**src/rtl/ct_mult_sched_pkg.sv**
```systemverilog
// rtl/ct_mult_sched_pkg.sv - shared types and constants for the ciphertext multiply sequencer
package ct_mult_sched_pkg;

    localparam int N_COEF          = 4;
    localparam int WORD_W          = 7;
    localparam int Q               = 97;
    localparam int BASE            = 4;
    localparam int DEF_LOG_BASE    = $clog2(BASE);
    localparam int DEF_NUM_DIGITS  = 4;

    typedef logic [WORD_W-1:0]   word_t;
    typedef logic [WORD_W:0]     wide_word_t;
    typedef word_t      [N_COEF-1:0] vec_t;
    typedef wide_word_t [N_COEF-1:0] wide_vec_t;

    typedef struct packed {
        vec_t a;
        vec_t b;
    } ct_t;

    typedef enum logic [2:0] {
        S_IDLE,
        S_ISSUE,
        S_WAIT,
        S_DECOMP,
        S_DONE
    } state_t;

    // Both operands are already < Q, so one conditional subtract reduces the sum.
    function automatic word_t add_mod(input word_t x, input word_t y);
        wide_word_t s;
        s = {1'b0, x} + {1'b0, y};
        if (s >= wide_word_t'(Q)) begin
            s = s - wide_word_t'(Q);
        end
        return s[WORD_W-1:0];
    endfunction

endpackage

```
**src/rtl/ct_mult_sched_if.sv**
```systemverilog
// rtl/ct_mult_sched_if.sv - handshake and data bundle between the sequencer and its environment
interface ct_mult_sched_if
    import ct_mult_sched_pkg::*;
#(
    parameter int NUM_DIGITS = DEF_NUM_DIGITS
);
    localparam int IDX_W = (NUM_DIGITS > 1) ? $clog2(NUM_DIGITS) : 1;

    logic             in_valid;
    logic             in_ready;
    ct_t              in_ct1;
    ct_t              in_ct2;
    logic             mm_valid;
    vec_t             mm_a;
    vec_t             mm_b;
    logic             mm_res_valid;
    vec_t             mm_res;
    logic             dig_valid;
    logic             dig_ready;
    logic [IDX_W-1:0] dig_idx;
    vec_t             dig_vec;
    logic             out_valid;
    logic             out_ready;
    vec_t             out_d0;
    vec_t             out_d1;
    vec_t             out_d2;
    logic             busy;

    modport master (
        input  in_valid, in_ct1, in_ct2, mm_res_valid, mm_res, dig_ready, out_ready,
        output in_ready, mm_valid, mm_a, mm_b, dig_valid, dig_idx, dig_vec,
               out_valid, out_d0, out_d1, out_d2, busy
    );

    modport slave (
        output in_valid, in_ct1, in_ct2, mm_res_valid, mm_res, dig_ready, out_ready,
        input  in_ready, mm_valid, mm_a, mm_b, dig_valid, dig_idx, dig_vec,
               out_valid, out_d0, out_d1, out_d2, busy
    );

endinterface

```
**src/rtl/ct_mult_sched_digit_extract.sv**
```systemverilog
// rtl/ct_mult_sched_digit_extract.sv - per-coefficient gadget digit select (shift and mask)
module digit_extract
    import ct_mult_sched_pkg::*;
#(
    parameter int LOG_BASE = DEF_LOG_BASE,
    parameter int IDX_W    = 2
) (
    input  vec_t             vec,
    input  logic [IDX_W-1:0] idx,
    output vec_t             digits
);
    localparam word_t MASK = word_t'((1 << LOG_BASE) - 1);

    logic [31:0] shamt;

    always_comb begin
        shamt  = 32'(idx) * 32'(LOG_BASE);
        digits = '0;
        for (int i = 0; i < N_COEF; i++) begin
            digits[i] = (vec[i] >> shamt) & MASK;
        end
    end

endmodule

```
**src/rtl/ct_mult_sched.sv**
```systemverilog
// rtl/ct_mult_sched.sv - sequences one CT x CT product over a shared modular multiplier
module ct_mult_sched
    import ct_mult_sched_pkg::*;
#(
    parameter int NUM_DIGITS = DEF_NUM_DIGITS,
    parameter int LOG_BASE   = DEF_LOG_BASE
) (
    input  logic            clk,
    input  logic            rst_n,
    ct_mult_sched_if.master bus
);
    localparam int IDX_W = (NUM_DIGITS > 1) ? $clog2(NUM_DIGITS) : 1;

    state_t           state;
    state_t           state_nx;
    ct_t              ct1_q;
    ct_t              ct2_q;
    logic [1:0]       iss_cnt;
    logic [2:0]       ret_cnt;
    logic [IDX_W-1:0] idx_q;
    vec_t             d0_q;
    vec_t             d1_q;
    vec_t             ta_q;
    vec_t             d2_q;
    vec_t             d2_mod;
    vec_t             dig_vec_w;
    logic             capture;
    logic             ret_last;
    logic             to_idle;

    // Returns are only meaningful while an operation is collecting its four products.
    assign capture  = ((state == S_ISSUE) || (state == S_WAIT)) && bus.mm_res_valid
                      && (ret_cnt != 3'd4);
    assign ret_last = (capture && (ret_cnt == 3'd3)) || (ret_cnt == 3'd4);
    assign to_idle  = (state == S_DONE) && bus.out_ready;

    always_comb begin
        d2_mod = '0;
        for (int i = 0; i < N_COEF; i++) begin
            d2_mod[i] = add_mod(ta_q[i], bus.mm_res[i]);
        end
    end

    always_ff @(posedge clk or negedge rst_n) begin
        if (!rst_n) begin
            state   <= S_IDLE;
            ct1_q   <= '0;
            ct2_q   <= '0;
            iss_cnt <= '0;
            ret_cnt <= '0;
            idx_q   <= '0;
            d0_q    <= '0;
            d1_q    <= '0;
            ta_q    <= '0;
            d2_q    <= '0;
        end else begin
            state <= state_nx;
            if ((state == S_IDLE) && bus.in_valid) begin
                ct1_q <= bus.in_ct1;
                ct2_q <= bus.in_ct2;
            end
            if ((state == S_ISSUE) && (iss_cnt != 2'd3)) begin
                iss_cnt <= iss_cnt + 2'd1;
            end
            if (capture) begin
                case (ret_cnt[1:0])
                    2'd0:    d0_q <= bus.mm_res;
                    2'd1:    d1_q <= bus.mm_res;
                    2'd2:    ta_q <= bus.mm_res;
                    default: d2_q <= d2_mod;
                endcase
                ret_cnt <= ret_cnt + 3'd1;
            end
            if ((state == S_DECOMP) && bus.dig_ready
                && (idx_q != IDX_W'(NUM_DIGITS - 1))) begin
                idx_q <= idx_q + 1'b1;
            end
            if (to_idle) begin
                iss_cnt <= '0;
                ret_cnt <= '0;
                idx_q   <= '0;
            end
        end
    end

    always_comb begin
        state_nx      = state;
        bus.in_ready  = 1'b0;
        bus.mm_valid  = 1'b0;
        bus.mm_a      = '0;
        bus.mm_b      = '0;
        bus.dig_valid = 1'b0;
        bus.out_valid = 1'b0;
        case (state)
            S_IDLE: begin
                bus.in_ready = 1'b1;
                if (bus.in_valid) begin
                    state_nx = S_ISSUE;
                end
            end
            S_ISSUE: begin
                bus.mm_valid = 1'b1;
                case (iss_cnt)
                    2'd0: begin
                        bus.mm_a = ct1_q.b;
                        bus.mm_b = ct2_q.b;
                    end
                    2'd1: begin
                        bus.mm_a = ct1_q.a;
                        bus.mm_b = ct2_q.a;
                    end
                    2'd2: begin
                        bus.mm_a = ct1_q.a;
                        bus.mm_b = ct2_q.b;
                    end
                    default: begin
                        bus.mm_a = ct1_q.b;
                        bus.mm_b = ct2_q.a;
                    end
                endcase
                if (iss_cnt == 2'd3) begin
                    state_nx = S_WAIT;
                end
            end
            S_WAIT: begin
                if (ret_last) begin
                    state_nx = S_DECOMP;
                end
            end
            S_DECOMP: begin
                bus.dig_valid = 1'b1;
                if (bus.dig_ready && (idx_q == IDX_W'(NUM_DIGITS - 1))) begin
                    state_nx = S_DONE;
                end
            end
            S_DONE: begin
                bus.out_valid = 1'b1;
                if (bus.out_ready) begin
                    state_nx = S_IDLE;
                end
            end
            default: state_nx = S_IDLE;
        endcase
    end

    digit_extract #(
        .LOG_BASE (LOG_BASE),
        .IDX_W    (IDX_W)
    ) u_digit_extract (
        .vec    (d2_q),
        .idx    (idx_q),
        .digits (dig_vec_w)
    );

    assign bus.dig_idx = idx_q;
    assign bus.dig_vec = dig_vec_w;
    assign bus.out_d0  = d0_q;
    assign bus.out_d1  = d1_q;
    assign bus.out_d2  = d2_q;
    assign bus.busy    = (state != S_IDLE);

endmodule

```
**src/flat_wrapper.sv**
```systemverilog
// flat-port wrapper written by rule: the top's interface ports become plain ports
module ct_mult_sched_flat import ct_mult_sched_pkg::*;
#(
    parameter int NUM_DIGITS = DEF_NUM_DIGITS,
    parameter int LOG_BASE   = DEF_LOG_BASE
)
  (clk, rst_n, bus_in_valid, bus_in_ct1, bus_in_ct2, bus_mm_res_valid, bus_mm_res, bus_dig_ready, bus_out_ready, bus_in_ready, bus_mm_valid, bus_mm_a, bus_mm_b, bus_dig_valid, bus_dig_idx, bus_dig_vec, bus_out_valid, bus_out_d0, bus_out_d1, bus_out_d2, bus_busy);
  ct_mult_sched_if #(.NUM_DIGITS(NUM_DIGITS)) bus_i ();
  input  logic clk;
  input  logic rst_n;
  input wire logic [$bits(bus_i.in_valid)-1:0] bus_in_valid;
  input wire logic [$bits(bus_i.in_ct1)-1:0] bus_in_ct1;
  input wire logic [$bits(bus_i.in_ct2)-1:0] bus_in_ct2;
  input wire logic [$bits(bus_i.mm_res_valid)-1:0] bus_mm_res_valid;
  input wire logic [$bits(bus_i.mm_res)-1:0] bus_mm_res;
  input wire logic [$bits(bus_i.dig_ready)-1:0] bus_dig_ready;
  input wire logic [$bits(bus_i.out_ready)-1:0] bus_out_ready;
  output wire logic [$bits(bus_i.in_ready)-1:0] bus_in_ready;
  output wire logic [$bits(bus_i.mm_valid)-1:0] bus_mm_valid;
  output wire logic [$bits(bus_i.mm_a)-1:0] bus_mm_a;
  output wire logic [$bits(bus_i.mm_b)-1:0] bus_mm_b;
  output wire logic [$bits(bus_i.dig_valid)-1:0] bus_dig_valid;
  output wire logic [$bits(bus_i.dig_idx)-1:0] bus_dig_idx;
  output wire logic [$bits(bus_i.dig_vec)-1:0] bus_dig_vec;
  output wire logic [$bits(bus_i.out_valid)-1:0] bus_out_valid;
  output wire logic [$bits(bus_i.out_d0)-1:0] bus_out_d0;
  output wire logic [$bits(bus_i.out_d1)-1:0] bus_out_d1;
  output wire logic [$bits(bus_i.out_d2)-1:0] bus_out_d2;
  output wire logic [$bits(bus_i.busy)-1:0] bus_busy;
  assign bus_i.in_valid = bus_in_valid;
  assign bus_i.in_ct1 = bus_in_ct1;
  assign bus_i.in_ct2 = bus_in_ct2;
  assign bus_i.mm_res_valid = bus_mm_res_valid;
  assign bus_i.mm_res = bus_mm_res;
  assign bus_i.dig_ready = bus_dig_ready;
  assign bus_i.out_ready = bus_out_ready;
  assign bus_in_ready = bus_i.in_ready;
  assign bus_mm_valid = bus_i.mm_valid;
  assign bus_mm_a = bus_i.mm_a;
  assign bus_mm_b = bus_i.mm_b;
  assign bus_dig_valid = bus_i.dig_valid;
  assign bus_dig_idx = bus_i.dig_idx;
  assign bus_dig_vec = bus_i.dig_vec;
  assign bus_out_valid = bus_i.out_valid;
  assign bus_out_d0 = bus_i.out_d0;
  assign bus_out_d1 = bus_i.out_d1;
  assign bus_out_d2 = bus_i.out_d2;
  assign bus_busy = bus_i.busy;
  ct_mult_sched #(.NUM_DIGITS(NUM_DIGITS), .LOG_BASE(LOG_BASE)) u_core (.clk(clk), .rst_n(rst_n), .bus(bus_i));
endmodule
```
**config.mk**
```make
export PLATFORM = sky130hd
export DESIGN_NAME = ct_mult_sched_flat
export DESIGN_NICKNAME = d
export VERILOG_FILES = /design/src/rtl/ct_mult_sched_pkg.sv /design/src/rtl/ct_mult_sched_if.sv /design/src/rtl/ct_mult_sched_digit_extract.sv /design/src/rtl/ct_mult_sched.sv /design/src/flat_wrapper.sv
export SDC_FILE = /design/constraint.sdc
export NUM_CORES = 1
export LEC_CHECK = 0
export CORE_ASPECT_RATIO = 0.6
export CORE_MARGIN = 5
export CORE_UTILIZATION = 50
export DETAILED_ROUTE_END_ITERATION = 8
export DONT_BUFFER_PORTS = 1
export GPL_TIMING_DRIVEN = 0
export PLACE_DENSITY_LB_ADDON = 0.25
export SLEW_MARGIN = 20
export SYNTH_ARGS = -nofsm -noshare
export SYNTH_HDL_FRONTEND = slang
export SYNTH_SLANG_ARGS = --single-unit
```
**constraint.sdc**
```tcl
create_clock -name clk -period 3.1 [get_ports clk]
set_input_delay 0.31 -clock clk [delete_from_list [all_inputs] [get_ports clk]]
set_output_delay 0.31 -clock clk [all_outputs]
set_load 0.05 [all_outputs]
```
==> results.txt <==
status: finished, violations left
failing checks: negative hold slack
global placement routability congestion: 0.8912
nets: 1475
die height: 132.3 um
share of layout cells above drive strength 1: 0.2741
crit-path max cell delay: 770 ps
pin slew with the least headroom to its limit: 1230 ps
Clock Sinks: 234
Final Max Tran Viols: 0
Post-Syn Area per Cell: 11.47 um2
antenna violations before repair: 0
crit path DAT: 2790 ps
Slew headroom: 0.1801
CP Capture Type: primary output
Distinct cells, synth: 77
Finish-stage setup viols: 0
Post-Route Skew: 21.25 ps
Vias per Instance: 5.806
Syn-to-layout area delta: 25.44%
CP Cell Sequence: inv_1 > nand3b_1 > clkbuf_1 > clkbuf_2 > nor2_1
Primary FF master, synth: dfrtp_1
worst setup path start: u_core.state[1]$_DFFE_PN0P_
CTS Root Cell: clkbuf_16
residual DRC count: 0
Fin. Hold Viols: 234
vias in the first global route: 9358
RSZ-0062 raised after global routing: true
startpoint types: flop
Peak Freq: 0.3231 GHz
DPL Wire Length: 24080 um
largest net degree at the start of global routing: 235
Synth Warn #: 0
via count: 9388
core area: 0.02439 mm2
async set-reset flop share out of synthesis: 1.000
Die X: 213.8 um
number of diodes: 0
FF+latch count, synth: 234
Mapped Cells: 1087
Skew-Pair Late Insertion Delay: 530 ps
Critical Path RT: 2790 ps
CTS Buf Count: 24
Worst Path Max Fanout: 10
Hold Buf Count CTS: 143
CP top delay family: simple AND/OR/NAND/NOR gates
slowest cell on the critical path: nor2_1
Hold Crit Class: in2async
CTS tree: done
initial DRC count: 624
EDFF count, synth: 0
setup_tns: 0 ps
global-route wire length before repair: 55010 um
Min Hold Slack: -503.7 ps
Netlist Area Pre-Place: 0.01247 mm2
die area: 0.02829 mm2
Seq/Total Area, Yosys: 0.4697
CP Class: reg2out
Final ANT Viol Nets: 0
CTS Buffer Depth: 3
fillers: 1810
Tmin final: 3095 ps
Buffers & Inverters on Critical Path: 3
IO Pins: 321
dpl cell area: 0.01297 mm2
gr usage total: 0.2441
post-route cell area: 0.01564 mm2
Row Count: 44
grt total ovfl: 0
Reg clk slew, reported paths: 60 ps
Pre-antenna DRT Iters: 7
Initial Utilization: 0.5111
DR WL/cell: 22.14 um
final period utilization: 0.9985
DRT Wirelength: 35800 um
H-Tree Depth: 1
number of max-cap violations: 0
Reg2Reg Launch Point: u_core.state[0]$_DFFE_PN0P_
IO buf count: 0
[placed cells by master (no fill, tap or decap), types with 10 or more instances in the layout]
master and n:
nand3_1 23, nand2_1 93, o21ai_0 10, nor2_2 15, and2_1 12, nor2_1 65
buf_2 21, conb_1 20, mux2_2 168, nor3_1 18, dfrtp_1 234, inv_1 18
mux2i_1 40, a21oi_4 20, a21oi_1 32, mux2_1 29, and3_1 12, a31oi_1 13
dlygate4sd3_1 143, ha_1 46, buf_4 26, clkbuf_16 25
[layer usage]
layer | track usage | vias up | wire [um]
li1 | - | 4282 | -
met1 | 0.3518 | 4692 | 16100
met2 | 0.3695 | 344 | 15910
met3 | 0.05993 | 70 | 2651
met4 | 0.06671 | 0 | 1140
met5 | 0 | - | 0
[worst reg2reg max path: stages, from the launching register on]
cell and delay (ps):
dfrtp_1 360, buf_2 170, or3_1 620, inv_2 330
and2_1 190, buf_2 140, buf_6 190, buf_4 230
mux2_1 370
[through the flow]
stage | hold slack, ps | std cells | worst slack, ps | utilization
after floorplan | 14.41 | 1106 | 519.8 | -
after CTS | -539.8 | 1617 | -50.77 | 0.6393
after detailed placement | 18.84 | 1432 | 111.4 | 0.5319
final | -503.7 | 1617 | 4.644 | 0.6412
after global placement | 19.20 | 1428 | -5.526 | 0.5306
after global routing | -537.2 | 1617 | -159.7 | 0.6412
[cell families (layout without fill, tap and decap cells)]
logic type / Yosys count / count (layout) / synth area share
AO/OA/AOI/OAI: 154 / 154 / 0.09054
multiplexers: 241 / 241 / 0.2173
XOR/XNOR: 8 / 8 / 0.005621
adder cells (fa/ha/maj): 50 / 50 / 0.05259
buffers and inverters: 88 / 277 / 0.04055
other: 1 / 20 / 0.0003008
AND/OR/NAND/NOR: 311 / 311 / 0.1234
flip-flops: 234 / 234 / 0.4697
[registers in the layout, indices dropped and copies added, names as in the netlist]
name and flops:
u_core.ct1_q 56, u_core.ct2_q 56, u_core.bus.out_d0 28, u_core.bus.out_d1 28, u_core.bus.out_d2 28, u_core.ta_q 28, u_core.ret_cnt 3, u_core.state 3
u_core.bus.dig_idx 2, u_core.iss_cnt 2
[path summary, 6_finish.rpt]
| kind | cells past startpoint | slack (ps) | endpoint |
|---|---|---|---|
| max in group asynchronous | 0 | 3290 | u_core.bus.out_d0[1]$_DFFE_PN0P_ |
| setup reg to reg | 8 | 380 | u_core.ct1_q[23]$_DFFE_PN0P_ |
| hold reg to reg | 1 | 480 | u_core.ct1_q[12]$_DFFE_PN0P_ |
| hold / removal | 0 | -500 | u_core.ct2_q[15]$_DFFE_PN0P_ |
| setup / recovery | 5 | 5 | bus_mm_a[13] |
| min in group clk | 3 | 60 | u_core.state[1]$_DFFE_PN0P_ |
[area by class of cell]
type | instances | area [um2] | area share
clock inverter | 9 | 197.7 | 0.01264
inverter | 19 | 71.32 | 0.004561
clock buffer | 33 | 725.7 | 0.04641
multi-input combinational | 784 | 6484 | 0.4146
timing repair buffer | 147 | 1454 | 0.09297
sequential | 234 | 5856 | 0.3745
tap | 322 | 402.9 | 0.02576
buffer | 69 | 446.7 | 0.02856
[synth_stat cells, types with 12 or more instances]
library cell | instances | area (um2)
a31oi_1 | 13 | 81.33
ha_1 | 46 | 575.6
nand2_1 | 93 | 349.1
mux2i_1 | 40 | 400.4
clkbuf_1 | 14 | 52.55
and3_1 | 12 | 75.07
buf_2 | 20 | 100.1
nor2_1 | 81 | 304.0
dfrtp_1 | 234 | 5856
mux2_2 | 168 | 1892
nor3_1 | 18 | 90.09
mux2_1 | 29 | 326.6
a21oi_1 | 54 | 270.3
inv_1 | 18 | 67.56
buf_4 | 24 | 180.2
o21ai_0 | 14 | 70.07
and2_1 | 12 | 75.07
nand3_1 | 23 | 115.1
[timing repair]
action / in CTS / in global routing
buffers inserted: 0 / 0
gates resized for setup: 58 / 20
endpoints found under the setup margin: 43 / 42
hold endpoints to repair: 432 / 234
Power is not shown: default switching activity piles up to over one toggle a cycle in this logic, so the estimate is an artifact.
